### config.mk
export PLATFORM = sky130hd
export DESIGN_NAME = param_updown_counter_flat
export DESIGN_NICKNAME = d
export VERILOG_FILES = /design/src/rtl/param_updown_counter_if.sv /design/src/rtl/param_updown_counter.sv /design/src/flat_wrapper.sv
export SDC_FILE = /design/constraint.sdc
export NUM_CORES = 1
export LEC_CHECK = 0
export ABC_AREA = 0
export CAP_MARGIN = 20
export CORE_AREA = 2 2 39 41
export CTS_CLUSTER_DIAMETER = 200
export DETAILED_ROUTE_END_ITERATION = 10
export DIE_AREA = 0 0 41 43
export PLACE_DENSITY_LB_ADDON = 0.3
export RECOVER_POWER = 25
export SYNTH_ARGS = -nofsm -noshare
export SYNTH_HDL_FRONTEND = slang
export SYNTH_SLANG_ARGS = --single-unit
### constraint.sdc
create_clock -name clk -period 3.4 [get_ports clk]
set_input_delay 0.51 -clock clk [delete_from_list [all_inputs] [get_ports clk]]
set_output_delay 0.51 -clock clk [all_outputs]
set_load 0.005 [all_outputs]
### src/rtl/param_updown_counter_if.sv
// Control and status bundle for param_updown_counter.
// The master drives the step/load controls; the slave (the counter) returns count and status.
interface param_updown_counter_if #(
    parameter int WIDTH = 4
);
    logic             en;
    logic             up_dn;
    logic             load;
    logic [WIDTH-1:0] load_val;
    logic [WIDTH-1:0] count;
    logic             tc;
    logic             wrap;
    logic             ovf;

    modport master (
        output en, up_dn, load, load_val,
        input  count, tc, wrap, ovf
    );

    modport slave (
        input  en, up_dn, load, load_val,
        output count, tc, wrap, ovf
    );
endinterface

### src/rtl/param_updown_counter.sv
// Modulo-MODULUS up/down counter with synchronous load, count enable and
// wrap-around or saturate-and-hold behaviour at the range limits.
module param_updown_counter #(
    parameter int WIDTH    = 4,
    parameter int MODULUS  = 16,
    parameter int RST_VAL  = 0,
    parameter bit SAT_MODE = 1'b0
) (
    input  logic                  clk,
    input  logic                  rst,
    param_updown_counter_if.slave bus
);

    localparam logic [WIDTH-1:0] MAX_VAL  = WIDTH'(MODULUS - 1);
    localparam logic [WIDTH-1:0] INIT_VAL = WIDTH'(RST_VAL);
    // One extra bit so MODULUS == 2**WIDTH is still representable for the clamp compare.
    localparam logic [WIDTH:0]   MOD_EXT  = (WIDTH + 1)'(MODULUS);

    logic [WIDTH-1:0] count_q;
    logic [WIDTH-1:0] count_d;
    logic             wrap_q;
    logic             wrap_d;
    logic             ovf_q;
    logic             ovf_d;
    logic             at_top;
    logic             at_bottom;
    logic             at_limit;
    logic             load_in_range;

    assign at_top        = (count_q == MAX_VAL);
    assign at_bottom     = (count_q == '0);
    assign at_limit      = bus.up_dn ? at_top : at_bottom;
    assign load_in_range = ({1'b0, bus.load_val} < MOD_EXT);

    always_comb begin
        count_d = count_q;
        wrap_d  = 1'b0;
        ovf_d   = ovf_q;
        if (bus.load) begin
            count_d = load_in_range ? bus.load_val : MAX_VAL;
            ovf_d   = 1'b0;
        end else if (bus.en) begin
            if (at_limit) begin
                // Limit reached: flag it in both modes; only wrap mode moves the count.
                wrap_d = 1'b1;
                ovf_d  = 1'b1;
                if (!SAT_MODE) begin
                    count_d = bus.up_dn ? '0 : MAX_VAL;
                end
            end else begin
                count_d = bus.up_dn ? count_q + 1'b1 : count_q - 1'b1;
            end
        end
    end

    always_ff @(posedge clk) begin
        if (!rst) begin
            count_q <= INIT_VAL;
            wrap_q  <= 1'b0;
            ovf_q   <= 1'b0;
        end else begin
            count_q <= count_d;
            wrap_q  <= wrap_d;
            ovf_q   <= ovf_d;
        end
    end

    assign bus.count = count_q;
    assign bus.wrap  = wrap_q;
    assign bus.ovf   = ovf_q;
    assign bus.tc    = at_limit;

endmodule

### src/flat_wrapper.sv
// flat-port wrapper written by rule: the top's interface ports become plain ports
module param_updown_counter_flat 
#(
    parameter int WIDTH    = 4,
    parameter int MODULUS  = 16,
    parameter int RST_VAL  = 0,
    parameter bit SAT_MODE = 1'b0
)
  (clk, rst, bus_en, bus_up_dn, bus_load, bus_load_val, bus_count, bus_tc, bus_wrap, bus_ovf);
  param_updown_counter_if #(.WIDTH(WIDTH)) bus_i ();
  input  logic clk;
  input  logic rst;
  input wire logic [$bits(bus_i.en)-1:0] bus_en;
  input wire logic [$bits(bus_i.up_dn)-1:0] bus_up_dn;
  input wire logic [$bits(bus_i.load)-1:0] bus_load;
  input wire logic [$bits(bus_i.load_val)-1:0] bus_load_val;
  output wire logic [$bits(bus_i.count)-1:0] bus_count;
  output wire logic [$bits(bus_i.tc)-1:0] bus_tc;
  output wire logic [$bits(bus_i.wrap)-1:0] bus_wrap;
  output wire logic [$bits(bus_i.ovf)-1:0] bus_ovf;
  assign bus_i.en = bus_en;
  assign bus_i.up_dn = bus_up_dn;
  assign bus_i.load = bus_load;
  assign bus_i.load_val = bus_load_val;
  assign bus_count = bus_i.count;
  assign bus_tc = bus_i.tc;
  assign bus_wrap = bus_i.wrap;
  assign bus_ovf = bus_i.ovf;
  param_updown_counter #(.WIDTH(WIDTH), .MODULUS(MODULUS), .RST_VAL(RST_VAL), .SAT_MODE(SAT_MODE)) u_core (.clk(clk), .rst(rst), .bus(bus_i));
endmodule
[Yosys cells after proc, flatten, opt, wreduce, memory -nomap -nowiden]
Index checks and enable logic that the tools add are counted.
Cells by class
  add/sub/neg operators: 2
  $mul: 0
  div/mod/pow operators: 0
  magnitude comparators: 0
  eq/ne operators: 1
  shift operators: 0
  mux-type cells: 7
  bitwise operators: 2
  reductions and logical operators: 5
Operators with widths (count)
  two-way mux 4 bit: 5
  adder 4 x 1 -> 4 bit, second input constant: 1
  equality test 4 bit, second input constant: 1
  zero test 4 bit: 1
  subtractor 4 x 1 -> 4 bit, second input constant: 1
  OR reduction 3 bit: 1
  two-way mux 1 bit: 2
  inverter 1 bit: 2
  AND reduction 2 bit: 1
  nonzero test 2 bit: 1
  OR reduction 2 bit: 1
Storage, ports and cells
  flip-flop bits (word level): 6
  latch bits: 0
  RAM bits: 0
  ROM bits: 0
  bits of input ports: 9
  output and inout bits: 7
  logic and storage cells: 20
  memories kept: 0

[Depth between registers and ports, before layout]
  word-level depth: 5
  depth in mapped cells: 6
  depth with buffers taken out: 6

[Worst setup path before layout]
Ideal clock, no wire load.
  kind: input-to-reg
  from: input port bus_up_dn
  to: register u_core.count_q[3], in the netlist u_core.bus.count[3]
  library setup time: 0.131 ns
  data arrival time: 1.383 ns
  data required time: 3.269 ns
  setup slack: 1.885 ns
  stages on the path: 6
  buffers on the path: 0
  path through: inv_1 -> ha_1 -> a21o_2 -> a21oi_1 -> xnor2_1 -> o2bb2ai_1
Between the ends
  cells in the longest elaborated chain, start to end: 4
  elaborated cells on any way between the ends: 6
  those cells by class: 6 x mux
RTL lines
  start: declaration: line flat_wrapper.sv:14  | input wire logic [$bits(bus_i.up_dn)-1:0] bus_up_dn;
  two-way mux 4 bit, or another cell as far along: line param_updown_counter.sv:51  | count_d = bus.up_dn ? count_q + 1'b1 : count_q - 1'b1;
  two-way mux 4 bit (*): line param_updown_counter.sv:43  | if (at_limit) begin
  two-way mux 4 bit (*): line param_updown_counter.sv:42  | end else if (bus.en) begin
  two-way mux 4 bit (*): line param_updown_counter.sv:39  | if (bus.load) begin
  end signal: assignment: line param_updown_counter.sv:62  | count_q <= count_d;
  end: declaration: line param_updown_counter.sv:19  | logic [WIDTH-1:0] count_q;
Mark *: on every way between the ends. The rest lies on a longest branch, timed or not. The select of a mux whose other input is x is not followed.
A chain may end at the register's enable or synchronous reset.

[Worst setup path after layout]
  from: input port bus_up_dn
  to: output port bus_tc
Between the ends
  cells in the longest elaborated chain, start to end: 1
RTL lines
  two-way mux 1 bit: line param_updown_counter.sv:32  | assign at_limit = bus.up_dn ? at_top : at_bottom;
  end: declaration: line flat_wrapper.sv:18  | output wire logic [$bits(bus_i.tc)-1:0] bus_tc;
Every way passes these cells.

==> results.cfg <==
[run_status]
status = finished clean

[placed_design]
place.gp.congestion = 0.741
port_buffers = 15
dp_slack_ps = 982
place_area_sq_um = 562
post-place-cells = 73

[power_and_ir_drop]
cellPowerDensity_nw_per_um2 = 377
leakage_uw = 0.000231
max-vdd-ir-drop_uv = 97.9

[layout]
drive_gt1_frac = 0.117
nets = 74
syn2layout_area_growth_pct = 47.9
final_area_sq_um = 579
fin_cells = 76
n_antenna_cell = 0

[clock_network]
cts_setup_buffers = 0
cts_max_level = 1
clkSlewWorstSetupHoldPaths_ps = 50
hold_buffers = 0
clock_path_buffers = 2
cts-buffers-inserted = 3
post_cts_resized = 0
root_buffer = clkbuf_4
insertion_delay_ps = 240
cts.sinks = 6
cts_tree = yes

[setup_path]
end_kind = primary output
max_stage_delay_ps = 580
slowest_stage = dlygate4sd3_1
critPathKind = in2out
crit_chain = dlygate4sd3_1 > and3_1 > nand3_1 > nand2_1 > clkdlybuf4s50_1
worstSetupStartpointType = input pin
worstPathRequired_ps = 2890
path_max_fanout = 5
crit_arrival_ps = 2030

[timing]
fin_ws_ps = 864
setup_viol = 0
skew_ps = 0.302
max_freq_mhz = 394
rsz0062_at_grt = no
slew_headroom = 0.716
maxSlewViolCount = 0
whs_ps = 448
hold_violations = 0
fin_tns_setup_ps = 0
period_share = 0.746
worstMarginPinSlew_ps = 420
post-route-min-period_ps = 2540

[die]
die_h_um = 43
core_region_area_sq_um = 1380
die_w_um = 41
rows = 14
fp.dieArea_sq_um = 1760
io_pins = 16
initial_core_util = 0.283

[routing]
ant_nets = 0
wl_um = 880
dr.first_iter.drc_count = 4
num_vias = 364
drt_first_pass_iters = 2
vias_per_cell = 4.79
drc = 0
wl_per_cell_um = 11.6

[synth]
synth_area_per_cell_sq_um = 9.32
yosys_warnings = 0
synthDistinctLibCells = 22
seq_area_frac_synth = 0.307
syn-instance-count = 42
netlist_area_sq_um = 392
synthesis.nets = 54
yosys_register_bits = 6

[job]
drv_cap = 0

[min_path]
hold_path_class = reg2reg

[grt]
antenna_found_initial = 0
grt_pass1_wl_um = 1310
grt_usage = 0.114
grt_pass1_vias = 329
grt_start_max_net_pins = 11
grt.overflow.total = 0
## state kept, by name (all words and copies together), names as in the netlist
name              count
u_core.bus.count      4
u_core.bus.ovf        1
u_core.bus.wrap       1
## final cells by class
cell class / instances / area (sq um)
Inverter: 2 / 7.51
Timing Repair Buffer: 15 / 150
Sequential cell: 6 / 120
Multi-Input combinational cell: 34 / 259
Clock buffer: 3 / 22.5
Tap cell: 16 / 20.0
Fill cell: 138 / 805
## kinds of logic after synthesis
group | after synthesis | synth area share
and+or+nand+nor | 16 | 0.259
AOI/OAI and AO/OA | 11 | 0.211
DFF | 6 | 0.307
xor gates and xnor gates | 4 | 0.0895
adders and majority gates | 3 | 0.115
buffers and inverters | 2 | 0.0192
## metal layers
layer	vias to the layer above	share of wire	track usage
met3	0	0.060	0.0628
met1	171	0.45	0.123
met5	-	0	0
met4	0	0	0.0600
li1	186	-	-
met2	7	0.49	0.169
## final timing paths
path,end,cells past startpoint,slack [ps],start
max,bus_tc,5,860,bus_up_dn
max reg2reg,u_core.bus.count[3],5,1930,u_core.bus.count[1]
min reg2reg,u_core.bus.ovf,2,450,u_core.bus.ovf
min,u_core.bus.ovf,2,450,u_core.bus.ovf
## cell usage after synthesis
cell	count	share of area
xnor2_1	3	0.067
and2_1	1	0.016
nand2b_1	4	0.064
a21bo_1	1	0.026
a21oi_2	1	0.022
and3b_4	1	0.032
inv_1	2	0.019
o311ai_0	3	0.067
o2bb2ai_1	1	0.022
a21oi_1	3	0.038
nor4_2	1	0.032
nor2_1	1	0.0096
and3_1	1	0.016
nand3_2	1	0.026
nor2b_1	1	0.016
nand2_1	5	0.048
dfxtp_1	6	0.31
o21ai_0	1	0.013
ha_1	2	0.064
xor2_1	1	0.022
a21o_2	1	0.022
fa_1	1	0.051
## placed cells by master (no fill, tap or decap), drive strengths merged, types with 2 or more instances in the layout
cell type	synthesis	layout
clkdlybuf4s50	0	13
dfxtp	6	6
nand2	5	5
nand2b	4	4
a21oi	4	4
o311ai	3	3
xnor2	3	3
clkbuf	0	3
inv	2	2
ha	2	2
dlygate4sd3	0	2
## per-stage QoR
stage | total power (uW) | util
4_1_cts | 224 | 0.422
2_1_floorplan | 122 | -
5_1_grt | 232 | 0.419
3_5_place_dp | 155 | 0.406
6_report | 218 | 0.419
3_3_place_gp | 155 | 0.406
## worst max-delay path, delay by kind of cell
| family | cells | cell delay (ps) |
|---|---|---|
| buffers and inverters | 2 | 1070 |
| and+or+nand+nor | 3 | 440 |
## power breakdown
part | switching, uW | leakage [uW] | total [uW] | internal, uW
registers | 10.4 | 0.0000496 | 87.1 | 76.7
clock network | 26.8 | 0.0000138 | 66.8 | 40.0
logic | 24.1 | 0.000168 | 64.6 | 40.5
total | 61.3 | 0.000231 | 218 | 157
Power figures use the tool's default switching activity.
